`src/rtl/masked_hpc3_mul_arbiter_pkg.sv`:
```
// Shared helpers for the masked HPC3 multiplier arbiter: randomness sizing,
// share-pair indexing and one-hot / round-robin utilities.
package masked_hpc3_mul_arbiter_pkg;

  localparam int MAX_REQ   = 8;
  localparam int MAX_REQ_W = 3;

  typedef logic [MAX_REQ-1:0] req_vec_t;

  function automatic int num_quad(input int num_shares);
    return num_shares * (num_shares - 1) / 2;
  endfunction

  // Position of the unordered share pair {i, j} inside the r/p word vectors.
  function automatic int pair_idx(input int i, input int j, input int num_shares);
    int lo;
    int hi;
    int idx;
    lo  = (i < j) ? i : j;
    hi  = (i < j) ? j : i;
    idx = 0;
    for (int a = 0; a < num_shares; a++) begin
      if (a < lo) idx += num_shares - 1 - a;
    end
    return idx + (hi - lo - 1);
  endfunction

  function automatic req_vec_t onehot(input int idx);
    return req_vec_t'(1) << idx;
  endfunction

  function automatic int onehot_idx(input req_vec_t vec);
    int idx;
    idx = 0;
    for (int k = 0; k < MAX_REQ; k++) begin
      if (vec[k]) idx = k;
    end
    return idx;
  endfunction

  // First valid requester at or after ptr, wrapping modulo num_req.
  function automatic req_vec_t rr_grant(input req_vec_t valid, input int ptr, input int num_req);
    req_vec_t grant;
    logic     found;
    int       idx;
    grant = '0;
    found = 1'b0;
    for (int k = 0; k < MAX_REQ; k++) begin
      idx = (ptr + k) % num_req;
      if (k < num_req && !found && valid[idx[MAX_REQ_W-1:0]]) begin
        grant = onehot(idx);
        found = 1'b1;
      end
    end
    return grant;
  endfunction

endpackage

```
`src/rtl/masked_hpc3_1_mul.sv`:
```
// First-order-and-up HPC3 masked AND gadget: one register stage, output shares
// are the XOR of registered partial products per share index.
module masked_hpc3_1_mul
  import masked_hpc3_mul_arbiter_pkg::*;
#(
  parameter  int NUM_SHARES    = 2,
  parameter  int BIT_WIDTH     = 4,
  localparam int NUM_QUADRATIC = num_quad(NUM_SHARES)
) (
  input  logic                                     in_clock,
  input  logic                                     in_reset,
  input  logic                                     in_enable,
  input  logic [NUM_SHARES-1:0][BIT_WIDTH-1:0]    in_a,
  input  logic [NUM_SHARES-1:0][BIT_WIDTH-1:0]    in_b,
  input  logic [NUM_QUADRATIC-1:0][BIT_WIDTH-1:0] in_r,
  input  logic [NUM_QUADRATIC-1:0][BIT_WIDTH-1:0] in_p,
  output logic [NUM_SHARES-1:0][BIT_WIDTH-1:0]    out_c
);

  logic [NUM_SHARES-1:0][NUM_SHARES-1:0][BIT_WIDTH-1:0] mul_d;
  logic [NUM_SHARES-1:0][NUM_SHARES-1:0][BIT_WIDTH-1:0] mul_q;
  logic [NUM_SHARES-1:0][NUM_SHARES-1:0][BIT_WIDTH-1:0] blind_d;
  logic [NUM_SHARES-1:0][NUM_SHARES-1:0][BIT_WIDTH-1:0] blind_q;

  // Cross terms are re-randomised by r (shared by the pair) and blinded by p
  // before the register so no share combination reaches a wire unmasked.
  always_comb begin
    mul_d   = mul_q;
    blind_d = blind_q;
    if (in_enable) begin
      for (int i = 0; i < NUM_SHARES; i++) begin
        for (int j = 0; j < NUM_SHARES; j++) begin
          if (i == j) begin
            mul_d[i][j]   = in_a[i] & in_b[i];
            blind_d[i][j] = '0;
          end else begin
            mul_d[i][j]   = in_a[i] & (in_b[j] ^ in_r[pair_idx(i, j, NUM_SHARES)]);
            blind_d[i][j] = (~in_a[i] & in_r[pair_idx(i, j, NUM_SHARES)])
                            ^ in_p[pair_idx(i, j, NUM_SHARES)];
          end
        end
      end
    end
  end

  always_ff @(posedge in_clock) begin
    if (in_reset) begin
      mul_q   <= '0;
      blind_q <= '0;
    end else begin
      mul_q   <= mul_d;
      blind_q <= blind_d;
    end
  end

  always_comb begin
    out_c = '0;
    for (int i = 0; i < NUM_SHARES; i++) begin
      for (int j = 0; j < NUM_SHARES; j++) begin
        out_c[i] = out_c[i] ^ mul_q[i][j] ^ blind_q[i][j];
      end
    end
  end

endmodule

```
`src/rtl/masked_hpc3_mul_arbiter_rr_arbiter.sv`:
```
// Round-robin grant generator; the pointer advances past the winner on accept.
module rr_arbiter
  import masked_hpc3_mul_arbiter_pkg::*;
#(
  parameter int NUM_REQ = 2
) (
  input  logic               in_clock,
  input  logic               in_reset,
  input  logic [NUM_REQ-1:0] in_valid,
  output logic [NUM_REQ-1:0] out_grant,
  input  logic               in_accept
);

  localparam int PTR_W = $clog2(NUM_REQ);

  logic [PTR_W-1:0] rr_ptr_d;
  logic [PTR_W-1:0] rr_ptr_q;
  req_vec_t         valid_ext;
  req_vec_t         grant_ext;

  always_comb begin
    valid_ext                = '0;
    valid_ext[NUM_REQ-1:0]   = in_valid;
    grant_ext                = in_reset ? '0 : rr_grant(valid_ext, int'(rr_ptr_q), NUM_REQ);
    out_grant                = grant_ext[NUM_REQ-1:0];
    rr_ptr_d                 = rr_ptr_q;
    if (in_accept) rr_ptr_d  = PTR_W'((onehot_idx(grant_ext) + 1) % NUM_REQ);
  end

  always_ff @(posedge in_clock) begin
    if (in_reset) rr_ptr_q <= '0;
    else          rr_ptr_q <= rr_ptr_d;
  end

endmodule

```
`src/rtl/register.sv`:
```
// Generic enabled register with synchronous active-high clear.
module register #(
  parameter int WIDTH = 1
) (
  input  logic             in_clock,
  input  logic             in_reset,
  input  logic             in_enable,
  input  logic [WIDTH-1:0] in_data,
  output logic [WIDTH-1:0] out_data
);

  logic [WIDTH-1:0] data_d;
  logic [WIDTH-1:0] data_q;

  always_comb begin
    data_d = data_q;
    if (in_enable) data_d = in_data;
  end

  always_ff @(posedge in_clock) begin
    if (in_reset) data_q <= '0;
    else          data_q <= data_d;
  end

  assign out_data = data_q;

endmodule

```
`src/rtl/masked_hpc3_mul_arbiter.sv`:
```
// Shares one HPC3 masked AND gadget between NUM_REQ requesters: arbitrate,
// stage operands (S1), run the gadget, and steer the product back (S2).
module masked_hpc3_mul_arbiter
  import masked_hpc3_mul_arbiter_pkg::*;
#(
  parameter  int NUM_SHARES    = 2,
  parameter  int BIT_WIDTH     = 4,
  parameter  int NUM_REQ       = 2,
  localparam int NUM_QUADRATIC = num_quad(NUM_SHARES)
) (
  input  logic                                                  in_clock,
  input  logic                                                  in_reset,
  input  logic [NUM_REQ-1:0]                                    in_req_valid,
  output logic [NUM_REQ-1:0]                                    out_req_ready,
  input  logic [NUM_REQ-1:0][NUM_SHARES-1:0][BIT_WIDTH-1:0]     in_req_a,
  input  logic [NUM_REQ-1:0][NUM_SHARES-1:0][BIT_WIDTH-1:0]     in_req_b,
  input  logic [NUM_QUADRATIC-1:0][BIT_WIDTH-1:0]               in_r,
  input  logic [NUM_QUADRATIC-1:0][BIT_WIDTH-1:0]               in_p,
  output logic                                                  out_rand_take,
  output logic [NUM_REQ-1:0]                                    out_rsp_valid,
  output logic [NUM_SHARES-1:0][BIT_WIDTH-1:0]                  out_rsp_c,
  output logic                                                  out_busy
);

  localparam int TAG_W = $clog2(NUM_REQ);
  localparam int OP_W  = NUM_SHARES * BIT_WIDTH;

  logic [NUM_REQ-1:0]                  grant;
  req_vec_t                            grant_ext;
  logic [TAG_W-1:0]                    grant_idx;
  logic                                accept;
  logic [NUM_SHARES-1:0][BIT_WIDTH-1:0] s1_early_d;
  logic [NUM_SHARES-1:0][BIT_WIDTH-1:0] s1_early_q;
  logic [NUM_SHARES-1:0][BIT_WIDTH-1:0] s1_late_d;
  logic [NUM_SHARES-1:0][BIT_WIDTH-1:0] s1_late_q;
  logic [TAG_W-1:0]                    tag1_d;
  logic [TAG_W-1:0]                    tag1_q;
  logic [TAG_W-1:0]                    tag2_q;
  logic                                v1_d;
  logic                                v1_q;
  logic                                v2_q;
  logic                                rand_take;
  logic                                rsp_live;
  logic [NUM_QUADRATIC-1:0][BIT_WIDTH-1:0] gad_r;
  logic [NUM_QUADRATIC-1:0][BIT_WIDTH-1:0] gad_p;
  logic [NUM_SHARES-1:0][BIT_WIDTH-1:0] gad_c;

  rr_arbiter #(.NUM_REQ(NUM_REQ)) u_rr_arbiter (
    .in_clock  (in_clock),
    .in_reset  (in_reset),
    .in_valid  (in_req_valid),
    .out_grant (grant),
    .in_accept (accept)
  );

  assign out_req_ready = grant;

  // The b operand is the gadget's early input, a the late one.
  always_comb begin
    grant_ext              = '0;
    grant_ext[NUM_REQ-1:0] = grant;
    grant_idx              = TAG_W'(onehot_idx(grant_ext));
    accept                 = |(in_req_valid & grant);
    s1_early_d             = in_req_b[grant_idx];
    s1_late_d              = in_req_a[grant_idx];
    tag1_d                 = grant_idx;
    v1_d                   = accept;
  end

  register #(.WIDTH(OP_W)) u_s1_early (
    .in_clock (in_clock), .in_reset (in_reset), .in_enable (accept),
    .in_data  (s1_early_d), .out_data (s1_early_q)
  );

  register #(.WIDTH(OP_W)) u_s1_late (
    .in_clock (in_clock), .in_reset (in_reset), .in_enable (accept),
    .in_data  (s1_late_d), .out_data (s1_late_q)
  );

  register #(.WIDTH(TAG_W)) u_s1_tag (
    .in_clock (in_clock), .in_reset (in_reset), .in_enable (accept),
    .in_data  (tag1_d), .out_data (tag1_q)
  );

  register #(.WIDTH(1)) u_s1_valid (
    .in_clock (in_clock), .in_reset (in_reset), .in_enable (1'b1),
    .in_data  (v1_d), .out_data (v1_q)
  );

  register #(.WIDTH(TAG_W)) u_s2_tag (
    .in_clock (in_clock), .in_reset (in_reset), .in_enable (1'b1),
    .in_data  (tag1_q), .out_data (tag2_q)
  );

  register #(.WIDTH(1)) u_s2_valid (
    .in_clock (in_clock), .in_reset (in_reset), .in_enable (1'b1),
    .in_data  (v1_q), .out_data (v2_q)
  );

  // Randomness is only consumed (and only reaches the gadget) on a live take.
  always_comb begin
    rand_take = v1_q & ~in_reset;
    gad_r     = rand_take ? in_r : '0;
    gad_p     = rand_take ? in_p : '0;
  end

  masked_hpc3_1_mul #(.NUM_SHARES(NUM_SHARES), .BIT_WIDTH(BIT_WIDTH)) u_mul (
    .in_clock  (in_clock),
    .in_reset  (in_reset),
    .in_enable (rand_take),
    .in_a      (s1_early_q),
    .in_b      (s1_late_q),
    .in_r      (gad_r),
    .in_p      (gad_p),
    .out_c     (gad_c)
  );

  always_comb begin
    rsp_live      = v2_q & ~in_reset;
    out_rand_take = rand_take;
    out_rsp_c     = rsp_live ? gad_c : '0;
    out_busy      = (v1_q | v2_q) & ~in_reset;
    out_rsp_valid = '0;
    for (int k = 0; k < NUM_REQ; k++) begin
      out_rsp_valid[k] = rsp_live && (int'(tag2_q) == k);
    end
  end

endmodule

```
`config.mk`:
```
export PLATFORM = sky130hd
export DESIGN_NAME = masked_hpc3_mul_arbiter
export DESIGN_NICKNAME = d
export VERILOG_FILES = /design/src/rtl/masked_hpc3_mul_arbiter_pkg.sv /design/src/rtl/masked_hpc3_1_mul.sv /design/src/rtl/masked_hpc3_mul_arbiter_rr_arbiter.sv /design/src/rtl/register.sv /design/src/rtl/masked_hpc3_mul_arbiter.sv
export SDC_FILE = /design/constraint.sdc
export NUM_CORES = 1
export LEC_CHECK = 0
export ABC_AREA = 0
export CORE_ASPECT_RATIO = 0.7
export CORE_UTILIZATION = 48
export DETAILED_ROUTE_END_ITERATION = 8
export PLACE_DENSITY = 0.8
export SLEW_MARGIN = 25
export SYNTH_ARGS = -nofsm -noshare
export SYNTH_HDL_FRONTEND = slang
export SYNTH_SLANG_ARGS = --single-unit
```
`constraint.sdc`:
```
create_clock -name in_clock -period 1.7 [get_ports in_clock]
set_input_delay 0.51 -clock in_clock [delete_from_list [all_inputs] [get_ports in_clock]]
set_output_delay 0.51 -clock in_clock [all_outputs]
set_load 0.01 [all_outputs]
```
=== Yosys cells after proc, flatten, opt, wreduce, memory -nomap -nowiden ===
Index checks and enable logic that the tools add are counted.

* Flip-flop bits (word level): 45
* Output and inout port bits: 14

* Add/subtract/negate cells: 2
* Order comparisons: 3
* Shifts and indexed selects: 2
* Muxes and demuxes: 23
* Bitwise logic cells: 24
* Reductions and logical operators: 5

{| class="wikitable"
|+ Operators with widths
! cell !! number
|-
| 8-bit two-way mux || 8
|-
| 1-bit by 32-bit << shifter with 8-bit output (first input constant) || 1
|-
| 4-bit bitwise XOR || 8
|-
| 4-bit AND || 6
|-
| 1-bit two-way mux || 12
|-
| 4-bit two-way mux || 2
|-
| 4-bit NOT || 2
|-
| 1-bit by 1-bit << shifter with 8-bit output (first input constant) || 1
|-
| 1-bit by 4-bit less-than comparator with 1-bit output (second input constant) || 1
|-
| 3-bit by 4-bit less-than comparator with 1-bit output (second input constant) || 1
|-
| 1-bit AND || 3
|-
| 1-bit logical AND || 3
|-
| 1-bit adder (second input constant) || 2
|-
| 2-bit AND || 1
|-
| 1-bit binary-select mux with 2-bit select || 1
|-
| 1-bit by 2-bit less-than comparator with 1-bit output (second input constant) || 1
|-
| 1-bit NOT || 2
|-
| 2-bit OR reduction || 1
|-
| 1-bit AND (first input constant) || 1
|-
| 1-bit zero test || 1
|-
| 1-bit bitwise OR || 1
|}

=== Logic depth before layout (Yosys ltp) ===
* Depth in word-level cells: 16
* Gate-level depth with buffers: 5
* Gate-level depth less buffers: 3

=== By module ===
Synthesis repeated with hierarchy kept, for this count alone.

* Cells, all modules: 255
* Area total of the unflattened synthesis: 2,557.5 µm²

{| class="wikitable"
|+ By module, submodules not included
! module !! instances !! cells an instance !! area each (µm²)
|-
| masked_hpc3_1_mul || 1 || 140 || 1,342.5
|-
| register at u_s1_early ... || 2 || 26 || 285.3
|-
| masked_hpc3_mul_arbiter || 1 || 43 || 442.9
|-
| register at u_s1_tag ... || 4 || 3 || 33.8
|-
| rr_arbiter || 1 || 8 || 66.3
|}

=== Worst setup path before layout ===
OpenSTA, ideal clock, no wires.

* Path type: input port to output port
* From: input in_reset
* To: output out_busy
* Arrival time: 1,224 ps
* Data required time: 1,190 ps
* Setup slack: -34 ps
* Stages on the path: 3
* Buffers on the path: 2
* Cells stage by stage: clkbuf_1 clkbuf_1 o21ai_0

* Longest elaborated chain between the ends: 2

{| class="wikitable"
|+ Ends and longest elaborated chain
! what !! RTL line !! RTL
|-
| start: declaration || masked_hpc3_mul_arbiter.sv:12 || <nowiki>input logic in_reset,</nowiki>
|-
| 1-bit NOT || masked_hpc3_mul_arbiter.sv:122 || <nowiki>out_busy = (v1_q | v2_q) & ~in_reset;</nowiki>
|-
| 1-bit AND || masked_hpc3_mul_arbiter.sv:122 ||
|-
| end: declaration || masked_hpc3_mul_arbiter.sv:22 || <nowiki>output logic out_busy</nowiki>
|}

Every way passes these cells.

==> impl_metrics.tcl <==
set metrics [dict create \
    max_freq_ghz 0.597 \
    clk_pin_slew_ps 90 \
    cp_max_fo 4 \
    peakVddDrop_mv 0.458 \
    synth_cells 244 \
    cts.sinks 45 \
    worstPathArrival_ps 1160 \
    cp_slowest_cell "clkbuf_16" \
    avgRoutedWirePerCell_um 14.3 \
    grt_max_degree 45 \
    drv_cap 0 \
    dp_hpwl_um 3630 \
    ys_ff_latch 45 \
    drcViolationCount 0 \
    rows 19 \
    die_w_um 81.5 \
    grt_pass1_wl_um 8270 \
    initial_core_util_pct 52.0 \
    ys_types 24 \
    clk_latency_ps 300 \
    place_congestion 0.818 \
    grt_pass1_vias 1722 \
    finalClockSkew_ps 8.85 \
    power_leakage_nw 1.21 \
    hold_viol_final 0 \
    synth_warnings 0 \
    critPathLaunchType "primary input" \
    die_area_mm2 0.00470 \
    crit_chain "buf_4, inv_4, nand2_4, clkbuf_16, nor2_1, buf_2" \
    critPathKind "in -> out" \
    layout_min_cycle_time_ps 1670 \
    layout-drive-gt1-share_pct 23.2 \
    critPathMaxStageDelay_ps 160 \
    synth_seq_area_share_pct 42.4 \
    areaGrowthSynthToFinish_pct 37.7 \
    ios 58 \
    dieHeight_um 57.7 \
    portBuffers 57 \
    n_antenna_cell 0 \
    p_total_mw 2.27 \
    rsz0062_at_grt "yes" \
    vias 1944 \
    nets 353 \
    synth_area_mm2 0.00213 \
    cts_root_buf "clkbuf_8" \
    grt_use_total_pct 23.3 \
    fin_crit_sh_pct 98.5 \
    relSlewSlack_pct 65.8 \
    cts_buffers 5 \
    cts_buffer_depth 2 \
    ctsHtreeMaxLevel 2 \
    drt-pass1-iter-count 4 \
    cp-end-kind "output port" \
    syn_nets 288 \
    overflow 0 \
    avgViaCountPerCell 5.37 \
    hp-class "reg -> reg" \
    core_area_mm2 0.00409 \
    power.density_mw_per_mm2 775 \
    cp.required_ps 1190 \
    worst_pin_slew_ps 500 \
    wl_um 5190 \
    syn_avg_cell_area_um2 8.71 \
    slew_violations 0 \
    status "completed" \
    ant_nets 0 \
    finalSetupViolCount 0 \
    cts.hold.buffers_added 0 \
    drt-initial-drc-count 115 \
    cts_tree "built" \
    antenna_found_initial 0 \
    fin_util_pct 71.6 \
]
-- where the power goes --
group | total, mW | switching, mW | internal, mW
Combinational | 0.421 | 0.184 | 0.237
Sequential | 1.18 | 0.0632 | 1.12
Clock | 0.665 | 0.374 | 0.292
Total | 2.27 | 0.620 | 1.65
-- per-layer routing --
metal	vias to the layer above	track usage, %	part of all wire (%)
li1	987	-	-
met1	864	35.2	50
met2	86	34.0	43
met3	7	4.88	6.9
met4	0	5.36	0.71
met5	-	0	0
-- cell usage in the layout (no fill, tap or decap), drive strengths merged, types with 9 or more instances in the layout --
cell / Yosys / routed
clkdlybuf4s50: 0 / 40
inv: 18 / 19
nor2b: 9 / 9
nor2: 21 / 21
dfxtp: 45 / 45
a21oi: 18 / 18
nand2: 18 / 18
xnor2: 16 / 16
xor2: 16 / 16
buf: 5 / 32
a2111oi: 16 / 16
nand3: 16 / 16
a221o: 16 / 16
-- area by class of cell --
cell class              instances  area [um^2]
flip-flops and latches         45          921
repair buffers                 77          681
fillers                       344         1160
clock inverters                 3         21.3
clock buffers                   5         68.8
inverters                      19         75.1
multi-input cells             161         1100
well taps                      52         65.1
-- cells in the mapped netlist, drive strengths merged --
| cell type | n | share of area (%) |
|---|---|---|
| nor2 | 21 | 3.7 |
| dfxtp | 45 | 42 |
| and3 | 1 | 0.29 |
| xnor2 | 16 | 6.6 |
| nand2 | 18 | 3.2 |
| o21ai | 2 | 0.47 |
| xor2 | 16 | 6.6 |
| a211oi | 8 | 2.8 |
| o211a | 1 | 0.47 |
| inv | 18 | 3.2 |
| o21a | 1 | 0.35 |
| a2111oi | 16 | 6.6 |
| nor2b | 9 | 2.6 |
| a221o | 16 | 7.5 |
| a21oi | 18 | 4.2 |
| nand3 | 16 | 3.8 |
| nor3 | 1 | 0.24 |
| clkbuf | 14 | 2.5 |
| clkinv | 1 | 0.18 |
| buf | 5 | 2.0 |
| and2 | 1 | 0.29 |
-- worst max-delay path, delay by kind of cell --
kind,cells,cell delay (ps)
buffers and inverters,4,490
and+or+nand+nor,2,160
-- path summary, 6_finish.rpt --
| check | slack (ps) | from | to | cells after the start |
|---|---|---|---|---|
| max | 30 | in_reset | out_rsp_c[7] | 6 |
| min | 460 | u_mul.mul_q[5]$_SDFFE_PP0N_ | u_mul.mul_q[5]$_SDFFE_PP0N_ | 2 |
| max reg2reg | 390 | u_rr_arbiter.rr_ptr_q$_SDFFE_PP0P_ | u_s1_early.out_data[7]$_SDFFE_PP0P_ | 3 |
| min reg2reg | 460 | u_mul.mul_q[5]$_SDFFE_PP0N_ | u_mul.mul_q[5]$_SDFFE_PP0N_ | 2 |
-- registers in the layout, summed over array words and instances, names as in the netlist --
signal,flops
u_s1_late.out_data,8
u_mul.mul_q,16
u_s1_valid.out_data,1
u_s2_valid.out_data,1
u_mul.blind_q,8
u_s1_tag.out_data,1
u_s1_early.out_data,8
u_rr_arbiter.rr_ptr_q,1
u_s2_tag.out_data,1
-- stage by stage --
stage          setup TNS, ps  hold slack, ps  setup WS (ps)  cells  instance area [um^2]
3_3_place_gp          -21500             446           -766    351                  2810
2_1_floorplan              0             432           48.6    244                  2130
6_report                   0             461           25.7    362                  2930
5_1_grt                -62.8             481          -26.4    362                  2930
4_1_cts                    0             462           11.2    360                  2890
3_5_place_dp          -22530             445           -795    351                  2810
-- logic make-up after synthesis --
kind of cell	after synthesis	synth area share (%)
AOI/OAI and AO/OA	62	22.5
xor gates and xnor gates	32	13.2
buffers and inverters	38	7.83
and+or+nand+nor	67	14.1
DFF	45	42.4
-- repair_timing --
item,in CTS,in global routing
resized for setup,81,12
cloned,0,1
setup endpoints to repair,30,8
pin swaps,6,3
setup buffers,1,1
Note: power is estimated with default switching activity, not from simulation.
